File: config.mk
export PLATFORM = sky130hd
export DESIGN_NAME = fpu_issue_ctrl
export DESIGN_NICKNAME = d
export VERILOG_FILES = /design/src/rtl/fpu_issue_ctrl.sv
export SDC_FILE = /design/constraint.sdc
export NUM_CORES = 1
export LEC_CHECK = 0
export CORE_ASPECT_RATIO = 2
export CORE_UTILIZATION = 36
export DETAILED_ROUTE_END_ITERATION = 12
export HOLD_SLACK_MARGIN = 0.15
export PLACE_DENSITY_LB_ADDON = 0.25
export SYNTH_ARGS = -nofsm -noshare
export SYNTH_HDL_FRONTEND = slang
export SYNTH_SLANG_ARGS = --single-unit
export TNS_END_PERCENT = 1
File: constraint.sdc
create_clock -name clk -period 9 [get_ports clk]
set_input_delay 2.7 -clock clk [delete_from_list [all_inputs] [get_ports clk]]
set_output_delay 2.7 -clock clk [all_outputs]
set_load 0.02 [all_outputs]
File: src/rtl/fpu_issue_ctrl.sv
// Issue stage for the 64-bit fpu: input FIFO, credit-gated issue into a
// fixed-latency pipeline, and a tagged result FIFO drained by the consumer.
module fpu_issue_ctrl #(
    parameter int LATENCY   = 4,
    parameter int IN_DEPTH  = 4,
    parameter int RES_DEPTH = 8,
    parameter int TAG_W     = 4
) (
    input  logic             clk,
    input  logic             rst,

    // valid/ready: a transfer occurs on a rising edge where both are high;
    // the source holds valid and payload stable until that edge.
    input  logic             in_valid,
    output logic             in_ready,
    input  logic [63:0]      in_a,
    input  logic [63:0]      in_b,
    input  logic [2:0]       in_op,
    input  logic [1:0]       in_rmode,
    input  logic [TAG_W-1:0] in_tag,

    output logic [63:0]      fpu_a,
    output logic [63:0]      fpu_b,
    output logic [2:0]       fpu_op,
    output logic [1:0]       fpu_rmode,
    input  logic [63:0]      fpu_out,
    input  logic [7:0]       fpu_flags,

    output logic             res_valid,
    input  logic             res_ready,
    output logic [63:0]      res_data,
    output logic [7:0]       res_flags,
    output logic [TAG_W-1:0] res_tag,

    output logic             busy,
    output logic [31:0]      issued_count
);

    localparam int IAW = $clog2(IN_DEPTH);
    localparam int RAW = $clog2(RES_DEPTH);
    localparam int CW  = RAW + 2;

    typedef struct packed {
        logic [63:0]      a;
        logic [63:0]      b;
        logic [2:0]       op;
        logic [1:0]       rmode;
        logic [TAG_W-1:0] tag;
    } op_t;

    typedef struct packed {
        logic [63:0]      data;
        logic [7:0]       flags;
        logic [TAG_W-1:0] tag;
    } res_t;

    // ---------------- input FIFO ----------------
    op_t          in_mem [IN_DEPTH];
    logic [IAW:0] in_wr_ptr;
    logic [IAW:0] in_rd_ptr;
    logic [IAW:0] in_cnt;
    logic         in_empty;
    logic         in_full;
    logic         in_push;
    op_t          in_head;

    assign in_cnt   = in_wr_ptr - in_rd_ptr;
    assign in_empty = (in_cnt == '0);
    assign in_full  = (in_cnt == (IAW+1)'(IN_DEPTH));
    assign in_ready = !in_full;
    assign in_push  = in_valid && in_ready;
    assign in_head  = in_mem[in_rd_ptr[IAW-1:0]];

    always_ff @(posedge clk) begin
        if (in_push) begin
            in_mem[in_wr_ptr[IAW-1:0]] <= {in_a, in_b, in_op, in_rmode, in_tag};
        end
    end

    // ---------------- credit and issue ----------------
    logic [CW-1:0] inflight_cnt;
    logic [CW-1:0] outstanding;
    logic [RAW:0]  res_cnt;
    logic          credit_ok;
    logic          issue;
    logic          capture;

    // Every issued op owns a result slot until it is popped, so capture
    // can never meet a full result FIFO.
    assign outstanding = inflight_cnt + CW'(res_cnt);
    assign credit_ok   = (outstanding < CW'(RES_DEPTH));
    assign issue       = !in_empty && credit_ok;

    always_ff @(posedge clk or posedge rst) begin
        if (rst) begin
            in_wr_ptr <= '0;
            in_rd_ptr <= '0;
        end else begin
            if (in_push) in_wr_ptr <= in_wr_ptr + (IAW+1)'(1);
            if (issue)   in_rd_ptr <= in_rd_ptr + (IAW+1)'(1);
        end
    end

    // Operand registers only move on issue to keep idle cycles toggle-free.
    always_ff @(posedge clk or posedge rst) begin
        if (rst) begin
            fpu_a     <= '0;
            fpu_b     <= '0;
            fpu_op    <= '0;
            fpu_rmode <= '0;
        end else if (issue) begin
            fpu_a     <= in_head.a;
            fpu_b     <= in_head.b;
            fpu_op    <= in_head.op;
            fpu_rmode <= in_head.rmode;
        end
    end

    always_ff @(posedge clk or posedge rst) begin
        if (rst) begin
            issued_count <= '0;
        end else if (issue) begin
            issued_count <= issued_count + 32'd1;
        end
    end

    // ---------------- latency pipeline ----------------
    logic [LATENCY-1:0] pipe_valid;
    logic [TAG_W-1:0]   pipe_tag [LATENCY];

    always_ff @(posedge clk or posedge rst) begin
        if (rst) begin
            pipe_valid <= '0;
            for (int i = 0; i < LATENCY; i++) begin
                pipe_tag[i] <= '0;
            end
        end else begin
            pipe_valid[0] <= issue;
            pipe_tag[0]   <= in_head.tag;
            for (int i = 1; i < LATENCY; i++) begin
                pipe_valid[i] <= pipe_valid[i-1];
                pipe_tag[i]   <= pipe_tag[i-1];
            end
        end
    end

    assign capture = pipe_valid[LATENCY-1];

    always_ff @(posedge clk or posedge rst) begin
        if (rst) begin
            inflight_cnt <= '0;
        end else begin
            case ({issue, capture})
                2'b10:   inflight_cnt <= inflight_cnt + CW'(1);
                2'b01:   inflight_cnt <= inflight_cnt - CW'(1);
                default: inflight_cnt <= inflight_cnt;
            endcase
        end
    end

    // ---------------- result FIFO ----------------
    res_t         res_mem [RES_DEPTH];
    logic [RAW:0] res_wr_ptr;
    logic [RAW:0] res_rd_ptr;
    logic         res_empty;
    logic         res_pop;
    res_t         res_head;

    assign res_cnt   = res_wr_ptr - res_rd_ptr;
    assign res_empty = (res_cnt == '0);
    assign res_valid = !res_empty;
    assign res_pop   = res_valid && res_ready;
    assign res_head  = res_mem[res_rd_ptr[RAW-1:0]];

    always_ff @(posedge clk) begin
        if (capture) begin
            res_mem[res_wr_ptr[RAW-1:0]] <= {fpu_out, fpu_flags, pipe_tag[LATENCY-1]};
        end
    end

    always_ff @(posedge clk or posedge rst) begin
        if (rst) begin
            res_wr_ptr <= '0;
            res_rd_ptr <= '0;
        end else begin
            if (capture) res_wr_ptr <= res_wr_ptr + (RAW+1)'(1);
            if (res_pop) res_rd_ptr <= res_rd_ptr + (RAW+1)'(1);
        end
    end

    // Storage is not reset, so the head is masked while the FIFO is empty.
    assign res_data  = res_valid ? res_head.data  : '0;
    assign res_flags = res_valid ? res_head.flags : '0;
    assign res_tag   = res_valid ? res_head.tag   : '0;

    assign busy = !in_empty || (inflight_cnt != '0) || res_valid;

endmodule
==> out/qor.csv, run 1 <==
stage;metric;value;unit
yosys;Yosys cell types;48;
clock_tree;CTS max path bufs;3;
yosys;proportion of synthesized area in mux cells;16.13;%
final_layout;fin nets;3067;
yosys;FFs w/ async S/R, synth;15.00;%
clock_tree;post-CTS resize count;0;
drt;drt first pass iters;5;
yosys;Syn Std Cell Area;51080;um^2
clock_tree;clk sink count;1360;
drt;WL final;118900;um
floorplan;core area;141000;um^2
placed_design;Routability Congestion;0.7402;
global_route;pin count of the biggest net entering global routing;139;
yosys;dominant synthesized flop cell;edfxtp_1;
clock_tree;clk root buf;clkbuf_16;
clock_tree;# Post-CTS Setup Buffers;0;
power_and_ir_drop;total power draw;23.62;mW
power_and_ir_drop;worst vdd ir;461.4;uV
placed_design;Port Buffer Count;456;
final_layout;most frequent cells in the layout;edfxtp_1, clkdlybuf4s50_1, mux4_2, dfrtp_1, nand2_1;
sta;Peak Freq;0.1374;GHz
global_route;antenna violations before repair;32;
yosys;Seq/Total Area, Yosys;77.96;%
setup_path;WP data required;6.30;ns
floorplan;starting density of the core;36.22;%
yosys;average footprint of a synthesized cell;21.91;um^2
flow_run;max_cap viols;0;
sta;RSZ-0062 raised after global routing;false;
run_status;outcome;completed;
final_layout;final core area utilization;43.90;%
clock_tree;H-tree depth;3;
yosys;xor/xnor share of the synthesized area;0.9308;%
power_and_ir_drop;leakage;20.51;nW
clock_tree;total CTS buffers;118;
floorplan;Die H;534.7;um
global_route;grt total ovfl;0;
global_route;number of global-route vias before repair;26540;
setup_path;R2R Setup Slk;3.54;ns
drt;DRC;0;
drt;Max Used Layer;met5;
setup_path;Startpoint Class;flip-flop;
worst_hold_path;Hold Path Origin;pipe_tag[7]$_DFF_PP0_;
floorplan;die area;143500;um^2
drt;DR vias;24160;
drt;initial DRC count;1489;
clock_tree;CTS tree;built;
drt;Metal-1 WL;46140;um
placed_design;Detailed Place HPWL;69490;um
floorplan;row cnt;195;
yosys;largest family of logic cells by synthesized area;multiplexers;
worst_hold_path;min-delay worst type;flip-flop to flip-flop;
setup_path;Crit Path Max Fanout;49;
yosys;Compound-Gate Fraction of Synth Area;1.029;%
final_layout;Final Instance Count excl. Fillers;4816;
global_route;first-pass GRT wire length;176300;um
sta;Final Max Slew Viols;0;
setup_path;Crit Path Category;flip-flop to primary output;
sta;Final Hold Vio Count;0;
drt;Antenna Nets Post-Route;0;
drt;WL/cell;24.70;um
final_layout;most common cell after layout, fill and taps aside;edfxtp_1;
floorplan;IO Count;457;
yosys;Synth Area in Simple Gates;2.256;%
yosys;Post-Synth Adder-Cell Area;0.5683;%
yosys;Mapped Nets;2566;
yosys;Cells after Synth;2331;
clock_tree;Post-CTS Hold Buffers;0;
final_layout;fill cell count;12250;
sta;min Tclk post-route;7.276;ns
final_layout;register area;39830;um^2
sta;Sum Neg Setup Slack;0;ns
clock_tree;clk_lat worst skew;0.73;ns
sta;clk_skew;0.03056;ns
drt;Via density;5.017;
yosys;number of flops mapped to enable cells by yosys;1156;
sta;relative slew slack;21.88;%
sta;Final Setup Violations;0;
power_and_ir_drop;Power Dens Cells;381.6;nW/um^2
setup_path;Worst Path Arrival;4.58;ns
global_route;gr usage total;16.67;%
final_layout;P&R area growth vs syn;21.19;%
sta;Worst Tran Pin Value;1.165;ns
setup_path;Reg-to-Reg Start;res_rd_ptr[2]$_DFFE_PP0P_;
setup_path;CP Capture Type;primary output;
floorplan;chip width;268.4;um
final_layout;proportion of layout cells with a drive suffix above 1;22.92;%
final_layout;area occupied by multi-input gates;10760;um^2
yosys;synth warn;0;
setup_path;CP Launch Point;res_rd_ptr[0]$_DFFE_PP0P_;
drt;DR WL met3;12020;um
sta;final period utilization;80.84;%
clock_tree;CTS clk-pin slew, worst paths;0.07;ns
drt;metal2 WL;57960;um
yosys;#FFs+latches synth;1360;
placed_design;placed insts;4583;
-- logic make-up after synthesis --
family                   Yosys count
adder cells (fa/ha/maj)           22
AND/OR/NAND/NOR                  252
XOR/XNOR                          51
multiplexers                     426
AO/OA/AOI/OAI                     96
buffers and inverters            124
flip-flops                      1360
-- cells in the mapped netlist (3+ instances only) --
master,number,area share [%]
nor3_1,9,0.088
buf_6,7,0.15
mux4_2,289,13
a21o_1,3,0.044
nand3_1,7,0.069
o21ai_0,6,0.059
xnor2_1,21,0.36
edfxtp_1,1156,68
and2_1,5,0.061
ha_1,20,0.49
nor4_1,7,0.086
and3_1,4,0.049
a21oi_1,81,0.79
nand2_1,175,1.3
nand4_1,9,0.11
nor4b_1,3,0.051
xor2_1,27,0.46
buf_2,41,0.40
mux2_4,50,1.5
mux2_2,87,1.9
dfrtp_1,204,10
nor4_2,6,0.15
buf_1,8,0.059
inv_1,13,0.096
nor2_1,13,0.096
clkbuf_1,51,0.37
-- through the flow --
stage               instance area (um^2)  hold slack, ns  setup WS (ns)
detailed placement                 57900          0.3347          2.290
floorplan                          51080          0.3312         0.7326
CTS                                61880          0.3483          1.503
global route                       61890          0.3667          1.289
global placement                   57900          0.3428          2.368
finish                             61900          0.3488          1.724
-- registers in the layout, summed over array words and instances, names as in the netlist, 3 cells and up --
register      cells
fpu_a            64
fpu_b            64
pipe_valid        4
pipe_tag         16
fpu_op            3
in_mem          548
res_mem         608
res_wr_ptr        4
issued_count     32
inflight_cnt      5
in_wr_ptr         3
in_rd_ptr         3
res_rd_ptr        4
-- path summary, 6_finish.rpt --
path | to | depth (start not counted)
max | res_data[17] | 6
min | pipe_tag[3]$_DFF_PP0_ | 0
max reg2reg | inflight_cnt[4]$_DFFE_PP0P_ | 16
min reg2reg | pipe_tag[3]$_DFF_PP0_ | 0
max in group asynchronous | fpu_b[21]$_DFFE_PP0P_ | 3
min in group asynchronous | fpu_a[16]$_DFFE_PP0P_ | 2
-- final cells by class --
type	count	share of cell area (%)
clock buffers	162	5.217
flip-flops and latches	1360	64.35
diodes	9	0.03638
inverters	15	0.1112
well taps	1871	3.782
repair buffers	490	7.907
multi-input cells	847	17.38
clock inverters	62	1.213
-- metal layers --
layer / track usage [%] / up-vias
met2: 27.56 / 717
met5: 0 / -
li1: - / 10420
met3: 7.351 / 201
met4: 4.329 / 50
met1: 19.68 / 12770
-- worst max-delay path, cell delays in order, from the launching register on --
cell and delay, ns:
dfrtp_4 0.82, buf_4 0.87, buf_4 0.69, mux4_2 0.58, nand2_1 0.08, a21oi_1 0.12, clkdlybuf4s50_1 0.59
-- report_power, final --
part,internal [mW],switching [mW]
registers,8.30,0.649
clock network,2.93,2.29
logic,4.54,4.91
total,15.8,7.85
(Power assumes the default switching activity.)
==> run 2, diff against run 1 <==
==> constraint.sdc (replaced) <==
create_clock -name clk -period 6.7 [get_ports clk]
set_input_delay 2.01 -clock clk [delete_from_list [all_inputs] [get_ports clk]]
set_output_delay 2.01 -clock clk [all_outputs]
set_load 0.02 [all_outputs]
==> run 2 against run 1 <==
- register-to-register slack worse by 1.4 ns
- sequential power up 32%
- global-route usage down 0.26 points
- utilization about the same
- critical path depth is 3 higher
- via count is essentially flat
- die area unchanged
- wire length fell by 0.96%
- critical endpoint is now res_data[12]
- largest power group unchanged
==> out/qor.csv, run 2 (synthesis results as in run 1) <==
stage;metric;value;unit
floorplan;starting density of the core;36.22;%
setup_path;CP Capture Type;primary output;
setup_path;Startpoint Class;flip-flop;
sta;clk_skew;0.02635;ns
setup_path;WP data required;4.69;ns
drt;WL final;117800;um
drt;Via density;5.011;
floorplan;core area;141000;um^2
drt;drt first pass iters;5;
clock_tree;total CTS buffers;117;
clock_tree;H-tree depth;3;
setup_path;Crit Path Category;flip-flop to primary output;
sta;Final Hold Vio Count;0;
placed_design;Port Buffer Count;456;
global_route;first-pass GRT wire length;174600;um
power_and_ir_drop;worst vdd ir;611.5;uV
final_layout;final core area utilization;43.85;%
final_layout;most common cell after layout, fill and taps aside;edfxtp_1;
power_and_ir_drop;leakage;20.48;nW
placed_design;Detailed Place HPWL;69040;um
drt;DRC;0;
sta;RSZ-0062 raised after global routing;false;
setup_path;Worst Path Arrival;3.87;ns
clock_tree;Post-CTS Hold Buffers;0;
final_layout;most frequent cells in the layout;edfxtp_1, clkdlybuf4s50_1, mux4_2, dfrtp_1, nand2_1;
global_route;antenna violations before repair;26;
sta;min Tclk post-route;5.882;ns
drt;DR vias;24150;
clock_tree;CTS tree;built;
final_layout;fin nets;3075;
clock_tree;# Post-CTS Setup Buffers;0;
flow_run;max_cap viols;0;
final_layout;P&R area growth vs syn;21.07;%
floorplan;IO Count;457;
floorplan;row cnt;195;
final_layout;max reg flops;608;
sta;Final Max Slew Viols;0;
clock_tree;CTS max path bufs;3;
drt;WL/cell;24.44;um
drt;initial DRC count;1461;
clock_tree;clk_lat worst skew;0.71;ns
sta;Final Setup Violations;0;
global_route;number of global-route vias before repair;26830;
run_status;outcome;completed;
final_layout;proportion of layout cells with a drive suffix above 1;23.06;%
setup_path;Crit Path Max Fanout;78;
drt;Antenna Nets Post-Route;0;
sta;Worst Tran Pin Value;1.156;ns
sta;Peak Freq;0.1700;GHz
floorplan;chip width;268.4;um
worst_hold_path;min-delay worst type;flip-flop to flip-flop;
sta;Sum Neg Setup Slack;0;ns
global_route;pin count of the biggest net entering global routing;156;
clock_tree;CTS clk-pin slew, worst paths;0.06;ns
placed_design;Routability Congestion;0.7494;
clock_tree;post-CTS resize count;0;
global_route;grt total ovfl;0;
sta;final period utilization;87.80;%
clock_tree;clk sink count;1360;
sta;relative slew slack;22.92;%
power_and_ir_drop;Power Dens Cells;508.3;nW/um^2
clock_tree;clk root buf;clkbuf_16;
floorplan;die area;143500;um^2
global_route;gr usage total;16.41;%
floorplan;Die H;534.7;um
-- run 2: final cells by class --
cell class                      count  area [um^2]
Fill cell                       12270        79180
Tap cell                         1871         2341
Clock inverter                     68        654.4
Multi-Input combinational cell    847        10760
Inverter                           15        65.06
Sequential cell                  1360        39830
Antenna cell                        9        22.52
Clock buffer                      151         3126
Timing Repair Buffer              499         5037
-- run 2: stage by stage --
stage	instance area, um^2	power (mW)	hold WS, ns	std cells	worst slack, ns
after floorplan	51080	20.63	0.3312	2331	0.3741
after global placement	58040	24.86	0.3338	4592	1.554
after detailed placement	58040	25.12	0.3347	4592	1.520
after CTS	61820	31.95	0.3495	4811	0.7149
after global routing	61820	32.97	0.3595	4812	0.5954
final	61840	31.43	0.3473	4820	0.8177
-- run 2: where the power goes --
| part | internal, mW | switching, mW |
|---|---|---|
| Combinational | 6.18 | 6.70 |
| Clock | 3.69 | 3.03 |
| Sequential | 11.1 | 0.686 |
| Total | 21.0 | 10.4 |
-- run 2: routing by layer --
metal | track usage [%] | share of wire, %
met1 | 19.11 | 38
met2 | 27.45 | 49
met3 | 7.236 | 11
met4 | 4.194 | 2.0
met5 | 0 | 0.20
-- run 2: path summary, 6_finish.rpt --
| check | from | to | slack (ns) | cells past startpoint |
|---|---|---|---|---|
| max | res_rd_ptr[0]$_DFFE_PP0P_ | res_data[12] | 0.82 | 9 |
| min | pipe_tag[10]$_DFF_PP0_ | pipe_tag[6]$_DFF_PP0_ | 0.35 | 0 |
| max reg2reg | res_rd_ptr[2]$_DFFE_PP0P_ | fpu_a[10]$_DFFE_PP0P_ | 2.13 | 14 |
| min reg2reg | pipe_tag[10]$_DFF_PP0_ | pipe_tag[6]$_DFF_PP0_ | 0.35 | 0 |
| max in group asynchronous | rst | fpu_b[52]$_DFFE_PP0P_ | 3.66 | 3 |
| min in group asynchronous | rst | fpu_b[62]$_DFFE_PP0P_ | 1.71 | 2 |
-- run 2: worst max-delay path: stages (launching register included) --
cell and delay (ns):
dfrtp_4 0.59, ha_1 0.20, inv_1 0.06, fa_1 0.37, xor2_1 0.17, or3b_2 0.55, nor2_4 0.16, buf_12 0.32
a21oi_1 0.09, clkdlybuf4s50_1 0.57
